===== config.mk =====
export PLATFORM = sky130hd
export DESIGN_NAME = tx_packet_scheduler
export DESIGN_NICKNAME = d
export VERILOG_FILES = /design/src/rtl/usb_ctrl_pkg.sv /design/src/rtl/tx_timeout_timer.sv /design/src/rtl/tx_packet_scheduler.sv
export SDC_FILE = /design/constraint.sdc
export NUM_CORES = 1
export LEC_CHECK = 0
export CELL_PAD_IN_SITES_DETAIL_PLACEMENT = 1
export CELL_PAD_IN_SITES_GLOBAL_PLACEMENT = 2
export CORE_ASPECT_RATIO = 1.1
export CORE_MARGIN = 1
export CORE_UTILIZATION = 30
export DETAILED_ROUTE_END_ITERATION = 10
export HOLD_SLACK_MARGIN = 0.15
export PLACE_DENSITY = 0.88
export SLEW_MARGIN = 40
export SYNTH_ARGS = -nofsm -noshare
export SYNTH_HDL_FRONTEND = slang
export SYNTH_SLANG_ARGS = --single-unit

===== constraint.sdc =====
create_clock -name clk -period 2.6 [get_ports clk]
set_input_delay 0.39 -clock clk [delete_from_list [all_inputs] [get_ports clk]]
set_output_delay 0.39 -clock clk [all_outputs]
set_load 0.01 [all_outputs]

===== src/rtl/usb_ctrl_pkg.sv =====
// Shared USB controller types: packet kinds, scheduler result codes and FSM states.
package usb_ctrl_pkg;

  typedef enum logic [1:0] {
    PKT_ACK   = 2'd0,
    PKT_NAK   = 2'd1,
    PKT_DATA  = 2'd2,
    PKT_STALL = 2'd3
  } tx_packet_t;

  typedef enum logic [1:0] {
    ERR_OK      = 2'd0,
    ERR_EMPTY   = 2'd1,
    ERR_TIMEOUT = 2'd2,
    ERR_TXERR   = 2'd3
  } err_code_t;

  typedef enum logic [2:0] {
    S_IDLE,
    S_CHECK,
    S_LAUNCH,
    S_WAIT_START,
    S_ACTIVE,
    S_FLUSH,
    S_DONE,
    S_ERR
  } sched_state_t;

endpackage


===== src/rtl/tx_timeout_timer.sv =====
// Start-timeout counter: cleared on launch, counts while enabled, flags TIMEOUT_CYCLES-1.
module tx_timeout_timer #(
  parameter int unsigned TIMEOUT_CYCLES = 16
) (
  input  logic clk,
  input  logic n_rst,
  input  logic i_clear,
  input  logic i_enable,
  output logic o_terminal
);

  localparam logic [7:0] TERM = 8'(TIMEOUT_CYCLES - 1);

  logic [7:0] r_count;

  // Saturates at the terminal value so a stray enable can never wrap it.
  always_ff @(posedge clk or negedge n_rst) begin
    if (!n_rst) begin
      r_count <= '0;
    end else if (i_clear) begin
      r_count <= '0;
    end else if (i_enable && (r_count != TERM)) begin
      r_count <= r_count + 8'd1;
    end
  end

  assign o_terminal = (r_count == TERM);

endmodule


===== src/rtl/tx_packet_scheduler.sv =====
// Sequences one USB TX transaction at a time and serialises buffer flushes against it.
module tx_packet_scheduler
  import usb_ctrl_pkg::*;
#(
  parameter int unsigned TIMEOUT_CYCLES = 16,
  parameter int unsigned MAX_PACKET     = 64
) (
  input  logic       clk,
  input  logic       n_rst,
  input  logic       i_tx_start,
  input  logic [1:0] i_tx_cmd,
  input  logic       i_clear_req,
  input  logic [6:0] i_buffer_occupancy,
  input  logic       i_tx_transfer_active,
  input  logic       i_tx_error,
  output logic [1:0] o_tx_packet,
  output logic       o_tx_packet_valid,
  output logic       o_clear,
  output logic       o_busy,
  output logic       o_done,
  output logic       o_err,
  output logic [1:0] o_err_code,
  output logic       o_start_dropped,
  output logic [7:0] o_pkt_count
);

  sched_state_t r_state;
  tx_packet_t   r_cmd;
  err_code_t    r_err_code;
  logic         r_flush_pend;
  logic [7:0]   r_pkt_count;

  logic w_terminal;
  logic w_unlaunchable;
  logic w_flush_now;

  tx_timeout_timer #(
    .TIMEOUT_CYCLES(TIMEOUT_CYCLES)
  ) u_timer (
    .clk       (clk),
    .n_rst     (n_rst),
    .i_clear   (r_state == S_LAUNCH),
    .i_enable  (r_state == S_WAIT_START),
    .o_terminal(w_terminal)
  );

  // Oversize payloads are rejected the same way as an empty buffer.
  assign w_unlaunchable = (i_buffer_occupancy == 7'd0) ||
                          (i_buffer_occupancy > 7'(MAX_PACKET));
  assign w_flush_now    = r_flush_pend || i_clear_req;

  always_ff @(posedge clk or negedge n_rst) begin
    if (!n_rst) begin
      r_state      <= S_IDLE;
      r_cmd        <= PKT_ACK;
      r_err_code   <= ERR_OK;
      r_flush_pend <= 1'b0;
      r_pkt_count  <= '0;
    end else begin
      if (i_clear_req && (r_state != S_IDLE)) begin
        r_flush_pend <= 1'b1;
      end else if (r_state == S_FLUSH) begin
        r_flush_pend <= 1'b0;
      end

      case (r_state)
        S_IDLE: begin
          if (w_flush_now) begin
            r_state <= S_FLUSH;
          end else if (i_tx_start) begin
            r_cmd   <= tx_packet_t'(i_tx_cmd);
            r_state <= S_CHECK;
          end
        end
        S_CHECK: begin
          if ((r_cmd == PKT_DATA) && w_unlaunchable) begin
            r_err_code <= ERR_EMPTY;
            r_state    <= S_ERR;
          end else begin
            r_state <= S_LAUNCH;
          end
        end
        S_LAUNCH: r_state <= S_WAIT_START;
        S_WAIT_START: begin
          if (i_tx_transfer_active) begin
            r_state <= S_ACTIVE;
          end else if (w_terminal) begin
            r_err_code <= ERR_TIMEOUT;
            r_state    <= S_ERR;
          end
        end
        S_ACTIVE: begin
          if (i_tx_error) begin
            r_err_code <= ERR_TXERR;
            r_state    <= S_ERR;
          end else if (!i_tx_transfer_active) begin
            r_err_code  <= ERR_OK;
            r_pkt_count <= r_pkt_count + 8'd1;
            r_state     <= S_DONE;
          end
        end
        S_FLUSH, S_DONE, S_ERR: r_state <= S_IDLE;
        default: r_state <= S_IDLE;
      endcase
    end
  end

  assign o_busy            = (r_state != S_IDLE);
  assign o_tx_packet_valid = (r_state == S_LAUNCH);
  assign o_tx_packet       = o_tx_packet_valid ? r_cmd : 2'd0;
  assign o_clear           = (r_state == S_FLUSH);
  assign o_done            = (r_state == S_DONE);
  assign o_err             = (r_state == S_ERR);
  assign o_err_code        = r_err_code;
  assign o_pkt_count       = r_pkt_count;

  // A start in IDLE that loses to a flush is dropped just like one arriving while busy.
  assign o_start_dropped   = i_tx_start && (o_busy || w_flush_now);

endmodule

==> metrics.cfg <==
[run]
maxCapViolations=0

[power]
powerDensity_nw_per_um2=889.2
vdd_drop_max_mv=0.3608
total_power_mw=1.642
leakage_nw=0.7699

[setup_path]
worst-setup-path-type=reg2out
path_cells=or3_4, or3_1, and2_1, clkdlybuf4s50_1
slowest_stage=clkdlybuf4s50_1
crit_arrival_ns=2.11
crit_path_end_kind=primary output
cp_slowest_stage_delay_ns=0.47
critical_path_required_ns=2.21
start_kind=flip-flop
crit_fanout=5

[detailed_routing]
vias=1186
drc_errors=0
dr.pass1.iters=4
drt_iter0_markers=20
via_per_inst=5.248
detail_route.wl_per_cell_um=15.46
postRouteAntennaNets=0
drt-total-wl_mm=3.494

[yosys]
syn_area_um2=1364
synthArstFlopShare=1.000
synth_ff_type=dfrtp_1
syn_nets=152
synth_most_common_cell=dfrtp_1
synth_area_leader_cell=dfrtp_1
syn_avg_cell_area_um2=10.10
synth-edff-count=0
yosys-top-cells-area=dfrtp_1 44%, xnor2_1 6.4%, nor2_1 3.3%
post-synth-top-area-fraction=0.4404
synth_common_cells=24 x dfrtp_1, 12 x nor2_1, 10 x xnor2_1
synth.distinct_cells=45
synth.yosys.seq_area_share=0.4404
ys_warn_count=0
yosys_register_bits=24
synthCells=135

[timing]
hold_violations=0
hold_slack_ns=0.4686
fin_skew_ns=0.01168
finalCritPeriodShare=0.9603
min_period_ns=2.497
tightest_slew_ns=0.4544
maxSlewViolCount=0
setup_viol=0
rsz0062_at_grt=false
fin_setup_tns_ns=0
maxClockFrequency_ghz=0.4005
slew_headroom=0.6964
finalWorstSetupSlack_ns=0.1031

[grt]
groute.usage.overall=0.1543
antenna_found_initial=0
grt_pass1_vias=1211
grt_pass1_wl_mm=5.644
grt_max_degree=25
grt_overflow=0

[clock_tree]
cts_buffers=3
clk_path_buf_depth=2
htreeDepth=1
cts_tree=yes
clk_pin_slew_ns=0.10
clkLatencyLatePin_ns=0.28
post_cts_buffers=0
cts_sinks=24
cts_root_buf=clkbuf_8

[placed_design]
io_buffers=32
post-place-ws_ns=0.03688
place.gp.congestion=0.7590
place_hpwl_mm=2.594

[die]
core_area_um2=4317
ioPinCount=33
die_x_um=66.29
die_area_um2=4820
die_h_um=72.72
start_util=0.3159
rows=25

[hold_path]
hp-class=in2async

[cells_and_area]
area_delta_synth_final_pct=35.41
nets=190
drive_gt1_frac=0.1395
fillers=490
antenna_cells=0

[run_status]
status=completed

## flip-flops by register name, indices dropped and copies added, names as in the netlist
signal / cells
o_err_code: 2
r_flush_pend: 1
r_cmd: 2
o_pkt_count: 8
r_state: 3
u_timer.r_count: 8
## layout make-up
type                            instances  area, um^2  share of cell area
Clock buffer                            3       41.29             0.02236
Clock inverter                          1       30.03             0.01626
Inverter                                2       7.507            0.004065
Multi-Input combinational cell        103       726.9              0.3936
Sequential cell                        24       600.6              0.3252
Tap cell                               54       67.56             0.03659
Timing Repair Buffer                   39       372.9              0.2019
## layout by cell type (no fill, tap or decap), types with 2 or more instances in the layout
master | netlist | final
clkdlybuf4s50_1 | 0 | 32
dfrtp_1 | 24 | 24
nor2_1 | 12 | 12
xnor2_1 | 10 | 10
nand2_1 | 8 | 8
a21oi_1 | 7 | 7
buf_4 | 1 | 7
nand4_1 | 5 | 5
nand3_1 | 4 | 4
and3_1 | 3 | 3
and2_1 | 3 | 3
nor3_1 | 3 | 3
nand4b_1 | 3 | 3
o21ai_0 | 3 | 3
mux2_2 | 3 | 3
xor2_1 | 3 | 3
clkbuf_8 | 0 | 3
and3b_1 | 2 | 2
nor3b_1 | 2 | 2
nand3b_1 | 2 | 2
a21bo_1 | 2 | 2
or4_4 | 2 | 2
and2b_2 | 2 | 2
a311o_1 | 2 | 2
inv_1 | 2 | 2
ha_1 | 2 | 2
## worst paths after layout
check                                from                 end  slack, ns  cells after the start
setup / recovery               r_state[2]     o_start_dropped       0.10                      4
hold / removal                      n_rst      o_pkt_count[3]       0.47                      2
setup reg to reg                 r_cmd[0]       o_err_code[1]       0.58                      4
hold reg to reg            o_pkt_count[7]      o_pkt_count[7]       0.48                      1
max in group asynchronous           n_rst  u_timer.r_count[4]       1.88                      2
min in group clk           o_pkt_count[7]      o_pkt_count[7]       0.48                      1
## logic make-up (layout without fill, tap and decap cells)
logic type	Yosys count	in the layout	share of synthesized area
mux	4	4	0.03211
buf+inv	8	45	0.03028
fa+ha+maj	2	2	0.01835
simple gates	62	62	0.2762
compound gates	22	22	0.1193
xor+xnor	13	13	0.08349
flops	24	24	0.4404
## routing by layer
metal	global-route usage	wire length, um
met3	0.03438	97
met1	0.1776	1452
met5	0	0
met4	0.06147	50
met2	0.2744	1893
## where the power goes
part | internal [mW] | total (mW) | switching (mW)
registers | 0.469 | 0.553 | 0.0848
logic | 0.385 | 0.754 | 0.369
clock network | 0.206 | 0.335 | 0.129
## through the flow
stage	cell area, um^2	utilization	cells
global route	1847	0.4278	226
CTS	1842	0.4267	226
finish	1847	0.4278	226
global placement	1770	0.4101	222
floorplan	1364	-	135
detailed placement	1770	0.4101	222
## worst max-delay path: cells and delay by family (launching register included)
kind | cells | cell delay [ns]
simple gates | 3 | 0.97
buf+inv | 1 | 0.47
flops | 1 | 0.39
## what timing repair did
action | 4_1_cts | 5_1_grt
endpoints found under the setup margin | 0 | 1
hold buffers | 0 | 0
resized for setup | 0 | 1
(Power assumes the default switching activity.)
